File: src/rtl/xoodyak_sequencer.sv
// xoodyak_sequencer: Cyclist command FIFO with phase-rule checking, issuing
// each legal op to xoodyak_build as a fixed OP_CLKS-clock slot.
module xoodyak_sequencer #(
  parameter int DEPTH   = 4,
  parameter int OP_CLKS = 4,
  parameter int DW      = 352
) (
  input  logic          eph1,
  input  logic          reset,
  input  logic          cmd_valid,
  output logic          cmd_ready,
  input  logic [4:0]    cmd_op,
  input  logic [DW-1:0] cmd_data,
  output logic [4:0]    core_opmode,
  output logic [DW-1:0] core_data,
  output logic          core_start,
  output logic          busy,
  output logic          slot_done,
  output logic [4:0]    slot_op,
  output logic          err,
  output logic [1:0]    mode
);
  localparam int AW = $clog2(DEPTH);
  localparam int CW = AW + 1;
  localparam int SW = $clog2(OP_CLKS);
  localparam logic [1:0] M_HASH = 2'd1, M_KEYED = 2'd2;
  typedef enum logic {IDLE, RUN} state_t;
  state_t        state_q, state_d;
  logic [SW-1:0] sc_q, sc_d;
  logic [CW-1:0] count_q, count_d;
  logic [AW-1:0] wr_q, wr_d, rd_q, rd_d;
  logic [4:0]    op_q, op_d;
  logic [DW-1:0] data_q, data_d;
  logic [1:0]    mode_q, mode_d;
  logic          nonce_ok_q, nonce_ok_d, err_q, err_d;
  logic [4:0]    op_mem [DEPTH];
  logic [DW-1:0] data_mem [DEPTH];
  logic          push, pop, last, hold, legal, hash;
  logic [3:0]    func;
  always_comb begin
    cmd_ready = (count_q < CW'(DEPTH)) & ~reset;
    push = cmd_valid & cmd_ready;
    last = (state_q == RUN) && (sc_q == SW'(OP_CLKS - 1));
    hold = (state_q == RUN) && !last;
    pop = (count_q != '0) && ((state_q == IDLE) || last);
    hash = op_mem[rd_q][4];
    func = op_mem[rd_q][3:0];
    legal = (func <= 4'd1)
         || (hash && (func == 4'd3 || func == 4'd6) && mode_q == M_HASH)
         || (!hash && func == 4'd2 && mode_q == M_KEYED && nonce_ok_q)
         || (!hash && func >= 4'd3 && func <= 4'd8 && mode_q == M_KEYED);
    count_d = count_q + CW'(push) - CW'(pop);
    wr_d = wr_q + AW'(push);
    rd_d = rd_q + AW'(pop);
    state_d = hold ? RUN : IDLE;
    sc_d = hold ? sc_q + 1'b1 : '0;
    op_d = hold ? op_q : '0;
    data_d = hold ? data_q : '0;
    mode_d = mode_q;
    nonce_ok_d = nonce_ok_q;
    err_d = pop & ~legal;
    if (pop && legal) begin
      state_d = RUN;
      sc_d = '0;
      op_d = op_mem[rd_q];
      data_d = (hash && func == 4'd1) ? '0 : data_mem[rd_q];
      mode_d = (func != 4'd1) ? mode_q : hash ? M_HASH : M_KEYED;
      // idle gaps keep a pending nonce allowed; any other real op consumes it
      nonce_ok_d = (func == 4'd1) ? (nonce_ok_q | ~hash) : (func == 4'd0) ? nonce_ok_q : 1'b0;
    end
  end
  always_ff @(posedge eph1) begin
    if (reset) begin
      state_q <= IDLE;
      sc_q <= '0;
      count_q <= '0;
      wr_q <= '0;
      rd_q <= '0;
      op_q <= '0;
      data_q <= '0;
      mode_q <= '0;
      nonce_ok_q <= 1'b0;
      err_q <= 1'b0;
    end else begin
      state_q <= state_d;
      sc_q <= sc_d;
      count_q <= count_d;
      wr_q <= wr_d;
      rd_q <= rd_d;
      op_q <= op_d;
      data_q <= data_d;
      mode_q <= mode_d;
      nonce_ok_q <= nonce_ok_d;
      err_q <= err_d;
    end
  end
  always_ff @(posedge eph1) begin
    if (push) begin
      op_mem[wr_q] <= cmd_op;
      data_mem[wr_q] <= cmd_data;
    end
  end
  assign core_opmode = op_q;
  assign core_data = data_q;
  assign busy = state_q == RUN;
  assign core_start = busy && sc_q == '0;
  assign slot_done = last;
  assign slot_op = last ? op_q : '0;
  assign err = err_q;
  assign mode = mode_q;
endmodule

File: config.mk
export PLATFORM = sky130hd
export DESIGN_NAME = xoodyak_sequencer
export DESIGN_NICKNAME = d
export VERILOG_FILES = /design/src/rtl/xoodyak_sequencer.sv
export SDC_FILE = /design/constraint.sdc
export NUM_CORES = 1
export LEC_CHECK = 0
export ABC_AREA = 1
export CAP_MARGIN = 25
export CORE_ASPECT_RATIO = 1.2
export CORE_UTILIZATION = 30
export DETAILED_ROUTE_END_ITERATION = 6
export PLACE_DENSITY_LB_ADDON = 0.15
export SYNTH_ARGS = -nofsm -noshare
export SYNTH_HDL_FRONTEND = slang
export SYNTH_SLANG_ARGS = --single-unit
File: constraint.sdc
create_clock -name eph1 -period 84.8 [get_ports eph1]
set_input_delay 16.96 -clock eph1 [delete_from_list [all_inputs] [get_ports eph1]]
set_output_delay 16.96 -clock eph1 [all_outputs]
set_load 0.005 [all_outputs]
==> flow_summary.yaml <==
route:
  firstDrtPassIters: 7
  drcViolationCount: 0
  first_iter_violations: 2543
  via_per_inst: 4.90
  drt-total-wl_mm: 200
  vias: 43200
  postRouteAntennaNets: 0
  wl_per_cell_microns: 22.7
run:
  drv_cap: 0
cts:
  clkSlewWorstSetupHoldPaths_ns: 0.06
  tritoncts: "yes"
  cts_hold_buffers: 0
  cts_buffers: 189
  clk_path_buf_depth: 3
  cts_resized: 0
  cts-root-buf: "clkbuf_16"
  cts_setup_buffers: 0
  worstSkewPairLatency_ns: 0.84
  cts_htree_levels: 4
  cts.sinks: 1799
power_and_ir_drop:
  p_leak_uw: 0.0281
  ir_worst_vdd_uv: 19.2
  powerDensity_nw_per_um2: 29.5
floorplanning:
  coreArea_sq_um: 219000
  die_h_microns: 516
  dieArea_sq_um: 222000
  die_w_microns: 430
  floorplan.initialDensity_pct: 30.2
  io_pins: 729
  rows: 188
sta:
  tightest_slew_ns: 1.42
  drv_slew: 0
  fin_worst_skew_ns: 0.0688
  max_slew_margin_pct: 5.36
  rsz0062_at_grt: "false"
  hold_viol_final: 0
  period_needed_ns: 35.53
  fmax_ghz: 0.0281
  fin_crit_sh_pct: 41.9
  finalSetupViolCount: 0
  setup_tns_ns: 0
logic_synthesis:
  synth_most_common_cell: "edfxtp_1"
  ys_types: 26
  ys_ff_latch: 1799
  synth_edf_count: 1428
  syn_nets: 5544
  netlist_top_cells_area: "edfxtp_1 (65%), dfxtp_1 (11%), o21ai_0 (5.3%)"
  syn_avg_cell_area_sq_um: 12.7
  ys_warn_count: 0
  synthTopCellsByCount: "edfxtp_1 (1428), nand2_1 (765), nor2_1 (728)"
  synth_top_area_share_pct: 65.0
  syn_area_sq_um: 66000
  yosysSeqAreaShare_pct: 76.2
  synth_flop_cell: "edfxtp_1"
  postSynthCellCount: 5177
  async_flop_share_pct: 0
  yosysTopAreaCell: "edfxtp_1"
critical_path:
  reg2reg_slack_ns: 79.74
  cp_data_arrival_time_ns: 18.57
  worst-path-buf-inv: 3
  reg2regPathDepth: 9
  crit_type: "in2out"
  slowest_delay_ns: 0.59
  crit_path_frequent_cell: "clkdlybuf4s50_1"
  cp_slowest_cell: "clkdlybuf4s50_1"
  worstPathRequired_ns: 67.84
  crit_fanout: 10
  regToRegStartpoint: "rd_q[1]$_SDFF_PP0_"
  end_kind: "output port"
  worstSetupStartpointType: "primary input"
  path_cells: "clkdlybuf4s50_1, buf_4, nor2_1, clkdlybuf4s50_1"
  crit_start: "reset"
  critical_path.top_delay_family: "buffers and inverters"
  r2r_end: "core_data[121]$_SDFFE_PP0P_"
global_routing:
  grt_first_pass_wirelength_mm: 290
  grtUsageTotal_pct: 17.5
  grt_max_degree: 177
  grt_pass1_vias: 41600
  grt_remaining_overflow: 0
  antenna_found_initial: 61
outcome:
  status: "finished, final reports clean"
finish:
  syn_to_final_growth_pct: 24.5
  fin_nets: 6143
  fin_cells: 8814
  drive_gt1_share_pct: 6.31
worst_hold_path:
  worstHoldStart: "core_data[260]$_SDFFE_PP0P_"
  whs_path_depth: 2
  hold_class: "reg2reg"
  hold_end: "core_data[260]$_SDFFE_PP0P_"
placed_design:
  gp_routability_congestion: 0.726
  port_buffers: 728
  placed_cells: 8434
  hpwl_mm: 111
-- tightest hold or removal path, stage by stage, from the launching register on --
cell and delay (ns):
dfxtp_1 0.31, nand2_1 0.06, nand2_1 0.04
-- logic make-up (layout without fill, tap and decap cells) --
| family | Yosys count | count (layout) | synth area share (%) |
|---|---|---|---|
| buf+inv | 428 | 1195 | 2.75 |
| flops | 1799 | 1799 | 76.2 |
| other cells | 0 | 20 | 0 |
| simple gates | 1874 | 1874 | 12.1 |
| compound gates | 1066 | 1066 | 8.75 |
| fa+ha+maj | 7 | 7 | 0.144 |
| xor+xnor | 3 | 3 | 0.0398 |
-- flip-flops by register name, summed over array words and instances (netlist names) --
register	cells
rd_q	2
wr_q	2
op_mem	20
sc_q	2
busy	1
data_mem	1408
count_q	3
mode	2
core_data	352
nonce_ok_q	1
err	1
core_opmode	5
-- layer usage --
| layer | vias up | track usage, % | part of all wire [%] |
|---|---|---|---|
| li1 | 20200 | - | - |
| met1 | 21400 | 22.3 | 43 |
| met2 | 1112 | 28.7 | 48 |
| met3 | 335 | 4.54 | 6.7 |
| met4 | 54 | 6.14 | 2.8 |
| met5 | - | 0 | 0.18 |
-- per-stage QoR --
step	worst slack (ns)	cell area, sq um	hold slack (ns)	util [%]	total power (uW)
floorplan	41.82	66000	0.417	-	1410
global placement	49.20	75900	0.431	34.7	1630
detailed placement	49.20	75900	0.439	34.7	1630
CTS	49.20	82100	0.451	37.6	2460
global route	49.19	82100	0.464	37.6	2540
finish	49.27	82100	0.448	37.6	2420
-- how the worst max path moves through the flow --
stage	slack, ns	cells past startpoint	endpoint
5_1_grt	49.19	4	cmd_ready
2_1_floorplan	41.82	4	data_mem[0][0]$_DFFE_PP_
3_3_place_gp	49.20	4	cmd_ready
6_report	49.27	4	cmd_ready
3_5_place_dp	49.20	4	cmd_ready
4_1_cts	49.20	4	cmd_ready
-- layout by cell type (no fill, tap or decap), types with 21 or more instances in the layout --
cell,count
buf_4,61
clkbuf_1,59
clkbuf_16,191
clkbuf_8,21
clkdlybuf4s50_1,728
clkinv_2,42
dfxtp_1,369
edfxtp_1,1428
inv_1,29
nand2_1,764
nand4_1,354
nor2_1,728
o21ai_0,705
o22ai_1,352
-- report_power, final --
group	internal [uW]	switching, uW	leakage, uW
Sequential	1010	30.7	0.0159
Clock	467	352	0.00302
Combinational	179	383	0.00915
-- area by class of cell --
| type | count | area [sq um] |
|---|---|---|
| Fill cell | 20900 | 136000 |
| Sequential cell | 1799 | 50300 |
| Multi-Input combinational cell | 2950 | 13900 |
| Timing Repair Buffer | 801 | 7990 |
| Clock buffer | 271 | 5290 |
| Tap cell | 2850 | 3570 |
| Clock inverter | 88 | 872 |
| Inverter | 35 | 169 |
| Antenna cell | 20 | 50.0 |
No activity file was read; power rests on OpenSTA's default activity.
==> edit: new RTL, same flow settings <==
`DW`: 352 -> 88.
--- a/src/rtl/xoodyak_sequencer.sv
+++ b/src/rtl/xoodyak_sequencer.sv
@@ -5,3 +5,3 @@
   parameter int OP_CLKS = 4,
-  parameter int DW      = 352
+  parameter int DW      = 88
 ) (
Ports: changed (resized cmd_data and core_data); port bits go from 729 to 201. No check against the original RTL was run, so the function may have changed too.
==> edit against the original RTL <==
- register-to-register slack gained 0.47 ns
- critical path depth shrank 1
- sequential cell count shrank 1320
- setup slack gained 0.050 ns
- critical endpoint unchanged
- count of clock-buffer cells in the layout shrank 196
- worst hold slack lost 0.0011 ns
- clock skew shrank 0.055 ns
- largest power group unchanged
- total power shrank 73%
- routed wire length shrank 77%
- cell area shrank 73%
- synthesized area shrank 73%
==> edit: results (changes against the original RTL) <==
| Metric | Value |
|---|---|
| Multi-input combinational cell count | `832 (was 2950)` |
| Post-Synthesis Net Count | `1538 (was 5544)` |
| Post-synthesis cell type count | `31 (was 26)` |
| Share of cells above drive strength 1 | `8.147% (was 6.309%)` |
| Clock network fraction of total power | `34.2% (was 33.8%)` |
| Met3 Usage GRT | `3.018% (was 4.541%)` |
| Post-synthesis share of cell area spent on xor and xnor gates | `0.1472% (was 0.03982%)` |
| Data arrival time at the worst-slack endpoint | `18.52 ns (was 18.57 ns)` |
| Number of diodes added for antenna fixing | `1 (was 20)` |
| Hold slack final | `0.4471 ns (was 0.4482 ns)` |
| Net count of the finished layout | `1718 (was 6143)` |
| Routed length on met2 | `22.58 mm (was 95.46 mm)` |
| Standby leakage power | `7.734 nW (was 28.10 nW)` |
| Gp weighted congestion | `0.7123 (was 0.7260)` |
| Run status | `finished clean (unchanged)` |
| Sequential cell area fraction in the yosys report | `74.60% (was 76.24%)` |
| Hold Path Sink | `core_data[33]$_SDFFE_PP0P_ (was core_data[260]$_SDFFE_PP0P_)` |
| Number of instances in the synthesized netlist | `1435 (was 5177)` |
| Number of global-route vias before repair | `11457 (was 41619)` |
| Worst-skew pair later-pin latency | `0.58 ns (was 0.84 ns)` |
| DP Worst Slack | `49.30 ns (was 49.20 ns)` |
| Count of non-CTS buffers in the layout | `218 (was 801)` |
| Vias per inst | `4.642 (was 4.897)` |
| Count of non-CTS inverters in the layout | `34 (was 35)` |
| Area fraction in compound gates after synthesis | `8.336% (was 8.752%)` |
| Max reg flops | `352 (was 1408)` |
| Number of fillers in the final layout | `5648 (was 20907)` |
| Worst Tran Pin Value | `1.020 ns (was 1.420 ns)` |
| Post-synth EDFFs | `372 (was 1428)` |
| Metal1 wirelength | `20.18 mm (was 85.34 mm)` |
| Sequential cell area | `13320 µm² (was 50320 µm²)` |
| Violation count after the first detailed-routing iteration | `629 (was 2543)` |
## edit: cell count changes after synthesis, sizes merged, moves of 224 or more
| cell | change |
|---|---|
| clkbuf | -224 |
| dfxtp | -264 |
| edfxtp | -1056 |
| nand2 | -536 |
| nand4 | -352 |
| nor2 | -527 |
| o21ai | -533 |
| o22ai | -259 |
## edit: worst max-delay path by stage
| stage | from | endpoint | slack, ns | cells after the start |
|---|---|---|---|---|
| floorplan | reset | cmd_ready | 50.53 | 2 |
| global placement | reset | cmd_ready | 49.30 | 3 |
| detailed placement | reset | cmd_ready | 49.30 | 3 |
| CTS | reset | cmd_ready | 49.29 | 3 |
| global route | reset | cmd_ready | 49.26 | 3 |
| finish | reset | cmd_ready | 49.32 | 3 |
## edit: critical path, stage by stage
cell,delay (ns)
sky130_fd_sc_hd__clkdlybuf4s50_1,0.62
sky130_fd_sc_hd__nor2_1,0.36
sky130_fd_sc_hd__clkdlybuf4s50_1,0.57
